## config.mk

```make
export PLATFORM = sky130hd
export DESIGN_NAME = countdown_reload_timer
export DESIGN_NICKNAME = d
export VERILOG_FILES = /design/src/rtl/countdown_pkg.sv /design/src/rtl/countdown_next.sv /design/src/rtl/countdown_reload_timer.sv
export SDC_FILE = /design/constraint.sdc
export NUM_CORES = 1
export LEC_CHECK = 0
export ABC_AREA = 1
export CAP_MARGIN = 30
export CORE_ASPECT_RATIO = 0.9
export CORE_MARGIN = 2
export CORE_UTILIZATION = 35
export CTS_BUF_LIST = sky130_fd_sc_hd__clkbuf_4
export CTS_CLUSTER_DIAMETER = 40
export CTS_CLUSTER_SIZE = 16
export DETAILED_ROUTE_END_ITERATION = 6
export RECOVER_POWER = 100
export SLEW_MARGIN = 40
export SYNTH_ARGS = -nofsm -noshare
export SYNTH_HDL_FRONTEND = slang
export SYNTH_SLANG_ARGS = --single-unit
```

## constraint.sdc

```tcl
create_clock -name clk -period 1.1 [get_ports clk]
set_input_delay 0.11 -clock clk [delete_from_list [all_inputs] [get_ports clk]]
set_output_delay 0.11 -clock clk [all_outputs]
set_load 0.005 [all_outputs]
```

## src/rtl/countdown_pkg.sv

```systemverilog
// Shared types and constants for the countdown reload timer and its
// next-count calculator.
package countdown_pkg;

  typedef enum logic [1:0] {
    IDLE    = 2'd0,
    RUN     = 2'd1,
    EXPIRED = 2'd2
  } state_t;

  localparam int unsigned DEFAULT_WIDTH = 8;

  // Terminal count is detected one step early so the counter never wraps.
  localparam int unsigned TC_VALUE = 1;

  function automatic logic is_active(input state_t s);
    return s == RUN;
  endfunction

endpackage

```

## src/rtl/countdown_next.sv

```systemverilog
// Combinational next-count, terminal-count and borrow-out calculator for
// one stage of the countdown timer.
module countdown_next
  import countdown_pkg::*;
#(
  parameter int unsigned WIDTH = DEFAULT_WIDTH
) (
  input  logic [WIDTH-1:0] i_count,
  input  logic             i_bin,
  output logic [WIDTH-1:0] o_next,
  output logic             o_tc,
  output logic             o_zero,
  output logic             o_bout
);

  logic w_zero;

  assign w_zero = (i_count == '0);
  assign o_zero = w_zero;
  assign o_next = i_count - WIDTH'(1);
  assign o_tc   = (i_count == WIDTH'(TC_VALUE));

  // Borrow depends only on the count register and bin to keep the cascade path short.
  assign o_bout = i_bin & w_zero;

endmodule

```

## src/rtl/countdown_reload_timer.sv

```systemverilog
// Loadable down-counter with borrow-in/borrow-out, optional auto-reload and
// a three-state run control; cascades through the combinational borrow chain.
module countdown_reload_timer
  import countdown_pkg::*;
#(
  parameter int unsigned WIDTH       = DEFAULT_WIDTH,
  parameter bit          AUTO_RELOAD = 1'b1
) (
  input  logic             clk,
  input  logic             rst_n,
  input  logic [WIDTH-1:0] data,
  input  logic             load,
  input  logic             start,
  input  logic             stop,
  input  logic             bin,
  output logic [WIDTH-1:0] out,
  output logic             bout,
  output logic             done,
  output logic             busy,
  output logic             expired
);

  state_t           r_state;
  logic [WIDTH-1:0] r_out;
  logic [WIDTH-1:0] r_reload;
  logic             r_done;
  logic             r_busy;
  logic             r_expired;

  logic [WIDTH-1:0] w_next;
  logic             w_tc;
  logic             w_zero;
  logic             w_bout;

  countdown_next #(
    .WIDTH(WIDTH)
  ) u_next (
    .i_count(r_out),
    .i_bin  (bin),
    .o_next (w_next),
    .o_tc   (w_tc),
    .o_zero (w_zero),
    .o_bout (w_bout)
  );

  always_ff @(posedge clk) begin
    if (!rst_n) begin
      r_state   <= IDLE;
      r_out     <= '0;
      r_reload  <= '0;
      r_done    <= 1'b0;
      r_busy    <= 1'b0;
      r_expired <= 1'b0;
    end else begin
      r_done <= 1'b0;
      if (load) begin
        r_out    <= data;
        r_reload <= data;
        // A non-zero load while running keeps the timer running from the new value.
        if (!(is_active(r_state) && (data != '0))) begin
          r_state   <= IDLE;
          r_busy    <= 1'b0;
          r_expired <= 1'b0;
        end
      end else begin
        case (r_state)
          IDLE: begin
            if (start && !w_zero) begin
              r_state <= RUN;
              r_busy  <= 1'b1;
            end
          end
          RUN: begin
            if (stop) begin
              r_state <= IDLE;
              r_busy  <= 1'b0;
            end else if (bin) begin
              if (w_tc) begin
                r_done <= 1'b1;
                if (AUTO_RELOAD) begin
                  r_out <= r_reload;
                end else begin
                  r_out     <= '0;
                  r_state   <= EXPIRED;
                  r_busy    <= 1'b0;
                  r_expired <= 1'b1;
                end
              end else begin
                r_out <= w_next;
              end
            end
          end
          EXPIRED: begin
            if (start && (r_reload != '0)) begin
              r_out     <= r_reload;
              r_state   <= RUN;
              r_busy    <= 1'b1;
              r_expired <= 1'b0;
            end
          end
          default: begin
            r_state   <= IDLE;
            r_busy    <= 1'b0;
            r_expired <= 1'b0;
          end
        endcase
      end
    end
  end

  assign out     = r_out;
  assign bout    = w_bout;
  assign done    = r_done;
  assign busy    = r_busy;
  assign expired = r_expired;

endmodule

```

==> results.rst <==
.. list-table::
   :header-rows: 1

   * - Metric
     - Value
   * - Number of buffers added by the clock tree synthesis step
     - 3
   * - Crit path largest cell delay
     - 370 ps
   * - Top flip-flop cell by instance count after synthesis
     - sky130_fd_sc_hd__dfxtp_1
   * - Number of buffers on the longest clock path
     - 2
   * - Post-synthesis net count
     - 174
   * - Number of placement rows
     - 19
   * - Register clock-pin slew on the reported worst setup and hold paths
     - 110 ps
   * - Count of nets left with antenna violations after detail routing
     - 0
   * - Share of the core filled with cells in the final layout
     - 62.6%
   * - HPWL reported at the end of detailed placement
     - ~2.5 mm
   * - # Max-Cap Violations
     - 0
   * - Arrival time reported for the critical path endpoint
     - between 1500 and 2000 ps
   * - RSZ-0062 raised after global routing
     - true
   * - Share of synthesized area occupied by flip-flops and latches
     - 32.6%
   * - Biggest fanout along the worst timing path
     - 3
   * - Final Skew
     - ~11 ps
   * - Fraction of registers with async set/reset
     - 0%
   * - Placeable core region
     - 3040 um^2
   * - Tot Pwr
     - 1.75 mW
   * - Number of optimization iterations in the first detailed-route pass
     - 4
   * - Layout cell share with drive strength beyond 1
     - between 40% and 50%
   * - Vias
     - approximately 1,200
   * - Count leader, synth
     - sky130_fd_sc_hd__nand2_1
   * - Maximum vdd drop
     - 525 uV
   * - Type of the tightest min-delay check
     - primary input to register
   * - Final wirelength
     - 3.59 mm
   * - Slowest CP cell
     - sky130_fd_sc_hd__dfxtp_4
   * - Routed WL per cell
     - 13.7 um
   * - Area of the die
     - around 3600 um^2
   * - Run status
     - finished, violations left
   * - Vias in the first global route
     - 1,250
   * - Initial antenna violation count
     - 0
   * - Pin count of the biggest net entering global routing
     - 12
   * - Dominant cells by area after synthesis
     - sky130_fd_sc_hd__dfxtp_1, sky130_fd_sc_hd__nand2_1, sky130_fd_sc_hd__inv_1
   * - Area growth, synth to finish
     - 72.2%
   * - Power density normalized to cell area
     - a little over 900 nW/um^2
   * - Starting density of the core
     - a little over a third
   * - Distinct cell type count of the synthesized netlist
     - 28
   * - Cell count after synthesis
     - 157
   * - Port-buffer cells
     - 24
   * - Post-synthesis area per instance
     - 7.04 um^2
   * - Remaining design rule violation count
     - 0
   * - Number of enable-type register cells in the synthesized netlist
     - 0
   * - Crit path cell chain
     - inv_4 -> buf_6 -> ha_4 -> inv_2 -> nor2_4 -> nand2_1 -> nand3_4 -> a21oi_2 -> nor2_1
   * - First-pass GRT wire length
     - 5.73 mm
   * - Shortest period the worst path allows
     - 1310 ps
   * - Final nets
     - 238
   * - Standard cell area after detailed placement
     - 1640 um^2
   * - CTS Root Buffer Type
     - sky130_fd_sc_hd__clkbuf_4
   * - Cell taking the most area after synthesis
     - sky130_fd_sc_hd__dfxtp_1
   * - Count of H-tree levels built during CTS
     - 1
   * - Top-level I/O count
     - 26
   * - Number of DRC markers in iteration 0
     - 52
   * - GP Congestion
     - 0.911
   * - Post-placement worst setup slack
     - -341 ps
   * - Clock tree from TritonCTS
     - done
   * - Cell types with the highest counts after synthesis
     - sky130_fd_sc_hd__nand2_1, sky130_fd_sc_hd__inv_1, sky130_fd_sc_hd__dfxtp_1
   * - Synth warn
     - 0
   * - Worst hold-check slack
     - 454 ps
   * - Die boundary height
     - 57.3 um
   * - Kind of end point of the critical path
     - register
   * - Tot GR Track Use
     - about 20%
   * - Kind of critical path
     - register to register
   * - Number of sinks handled by clock tree synthesis
     - 18
   * - Post-DR vias/cell
     - 4.77
   * - Combined area of all synthesized cells
     - 1110 um^2
   * - Max Clock Freq
     - ~760 MHz
   * - Final worst slack
     - -214 ps
   * - Share of the synthesized area in the top cell type
     - 32.6%
   * - Insertion delay to the later sink of the worst-skew pair
     - 290 ps
   * - Die boundary width
     - between 60 and 70 um
   * - Final-report hold violation count
     - 0
   * - Leakage dissipation
     - 0.853 nW
   * - Tcrit/Tclk final
     - 119%
   * - Grt ovf
     - 0
   * - Number of antenna repair diodes
     - 0
   * - Final slew viol count
     - 0
   * - Violations in the final reports
     - setup timing
   * - Kind of launch point of the worst setup path
     - register
   * - Number of failing setup endpoints in the final timing report
     - 10
   * - Count of state elements after synthesis
     - 18
   * - CP Data Required Time
     - 1300 ps
   * - Non-Filler Cell Area, Final
     - 1900 um^2
-- metrics by stage --
stage / TNS [ps] / std cells
after floorplan: -18.6 / 157
after global placement: -3620 / 249
after detailed placement: -3830 / 249
after CTS: -1360 / 261
after global routing: -2190 / 262
final: -1420 / 262
-- placed cells by master (no fill, tap or decap), types with 2 or more instances in the layout --
master and n:
sky130_fd_sc_hd__dfxtp_4 2, sky130_fd_sc_hd__clkdlybuf4s15_1 2, sky130_fd_sc_hd__dlygate4sd2_1 2, sky130_fd_sc_hd__o21ai_0 6, sky130_fd_sc_hd__dfxtp_2 6, sky130_fd_sc_hd__inv_2 4, sky130_fd_sc_hd__buf_4 27, sky130_fd_sc_hd__dfxtp_1 10
sky130_fd_sc_hd__inv_1 21, sky130_fd_sc_hd__buf_6 12, sky130_fd_sc_hd__nor2_1 9, sky130_fd_sc_hd__clkbuf_4 3, sky130_fd_sc_hd__nand2_1 25, sky130_fd_sc_hd__nand2_8 2, sky130_fd_sc_hd__clkbuf_2 2, sky130_fd_sc_hd__o22ai_1 7
sky130_fd_sc_hd__nand3_1 8, sky130_fd_sc_hd__nand3_4 2, sky130_fd_sc_hd__clkdlybuf4s50_1 12, sky130_fd_sc_hd__nor2_8 2, sky130_fd_sc_hd__ha_4 3, sky130_fd_sc_hd__nand2_2 8, sky130_fd_sc_hd__a21oi_1 6, sky130_fd_sc_hd__nand3_2 6
sky130_fd_sc_hd__buf_2 2, sky130_fd_sc_hd__nor2_4 7, sky130_fd_sc_hd__a21oi_2 8
-- layout make-up --
class                           count  area (um^2)
Sequential cell                    18          375
Tap cell                           42         52.6
Timing Repair Buffer               61          546
Multi-Input combinational cell    109          791
Inverter                           28          114
Clock buffer                        3         22.5
Fill cell                         302         1140
Clock inverter                      1         3.75
-- worst paths after layout --
| check | cells past startpoint | slack, ps | to | start |
|---|---|---|---|---|
| max | 9 | -210 | out[6] | out[0] |
| max reg2reg | 9 | -210 | out[6] | out[0] |
| min | 3 | 450 | r_reload[7] | data[7] |
| min reg2reg | 2 | 480 | r_reload[1] | r_reload[1] |
-- per-layer routing --
| layer | routed length [um] | part of all wire [%] | global-route usage, % |
|---|---|---|---|
| met3 | 201 | 5.6 | 3.55 |
| met5 | 0 | 0 | 0 |
| met2 | 1840 | 51 | 35.9 |
| met1 | 1490 | 42 | 25.2 |
| met4 | 59 | 1.6 | 8.07 |
-- registers in the layout, indices dropped and copies added, names as in the netlist --
signal,cells
r_state,1
r_reload,8
out,8
done,1
-- cell families (layout without fill, tap and decap cells) --
logic type,after synthesis,count (layout),synth area share [%]
compound gates,30,30,16.4
xor+xnor,1,1,0.792
fa+ha+maj,3,3,3.39
buf+inv,31,93,11.8
flops,18,18,32.6
other cells,1,1,0.339
simple gates,73,74,34.7
-- where the power goes --
| part | switching (mW) | internal (mW) | total (mW) |
|---|---|---|---|
| logic | 0.356 | 0.338 | 0.694 |
| clock network | 0.205 | 0.132 | 0.337 |
| registers | 0.0284 | 0.692 | 0.720 |
-- critical path, delay by kind of cell, from the launching register on --
kind	cells	cell delay [ps]
buf+inv	3	220
flops	1	370
fa+ha+maj	1	160
simple gates	4	320
compound gates	1	140
-- what timing repair did --
item | in CTS | in global routing
endpoints found under the setup margin | 21 | 16
buffers inserted | 7 | 4
hold buffers | 0 | 0
pin swaps | 13 | 14
gates cloned | 1 | 0
gates resized for setup | 77 | 15
Note: power is estimated with default switching activity, not from simulation.
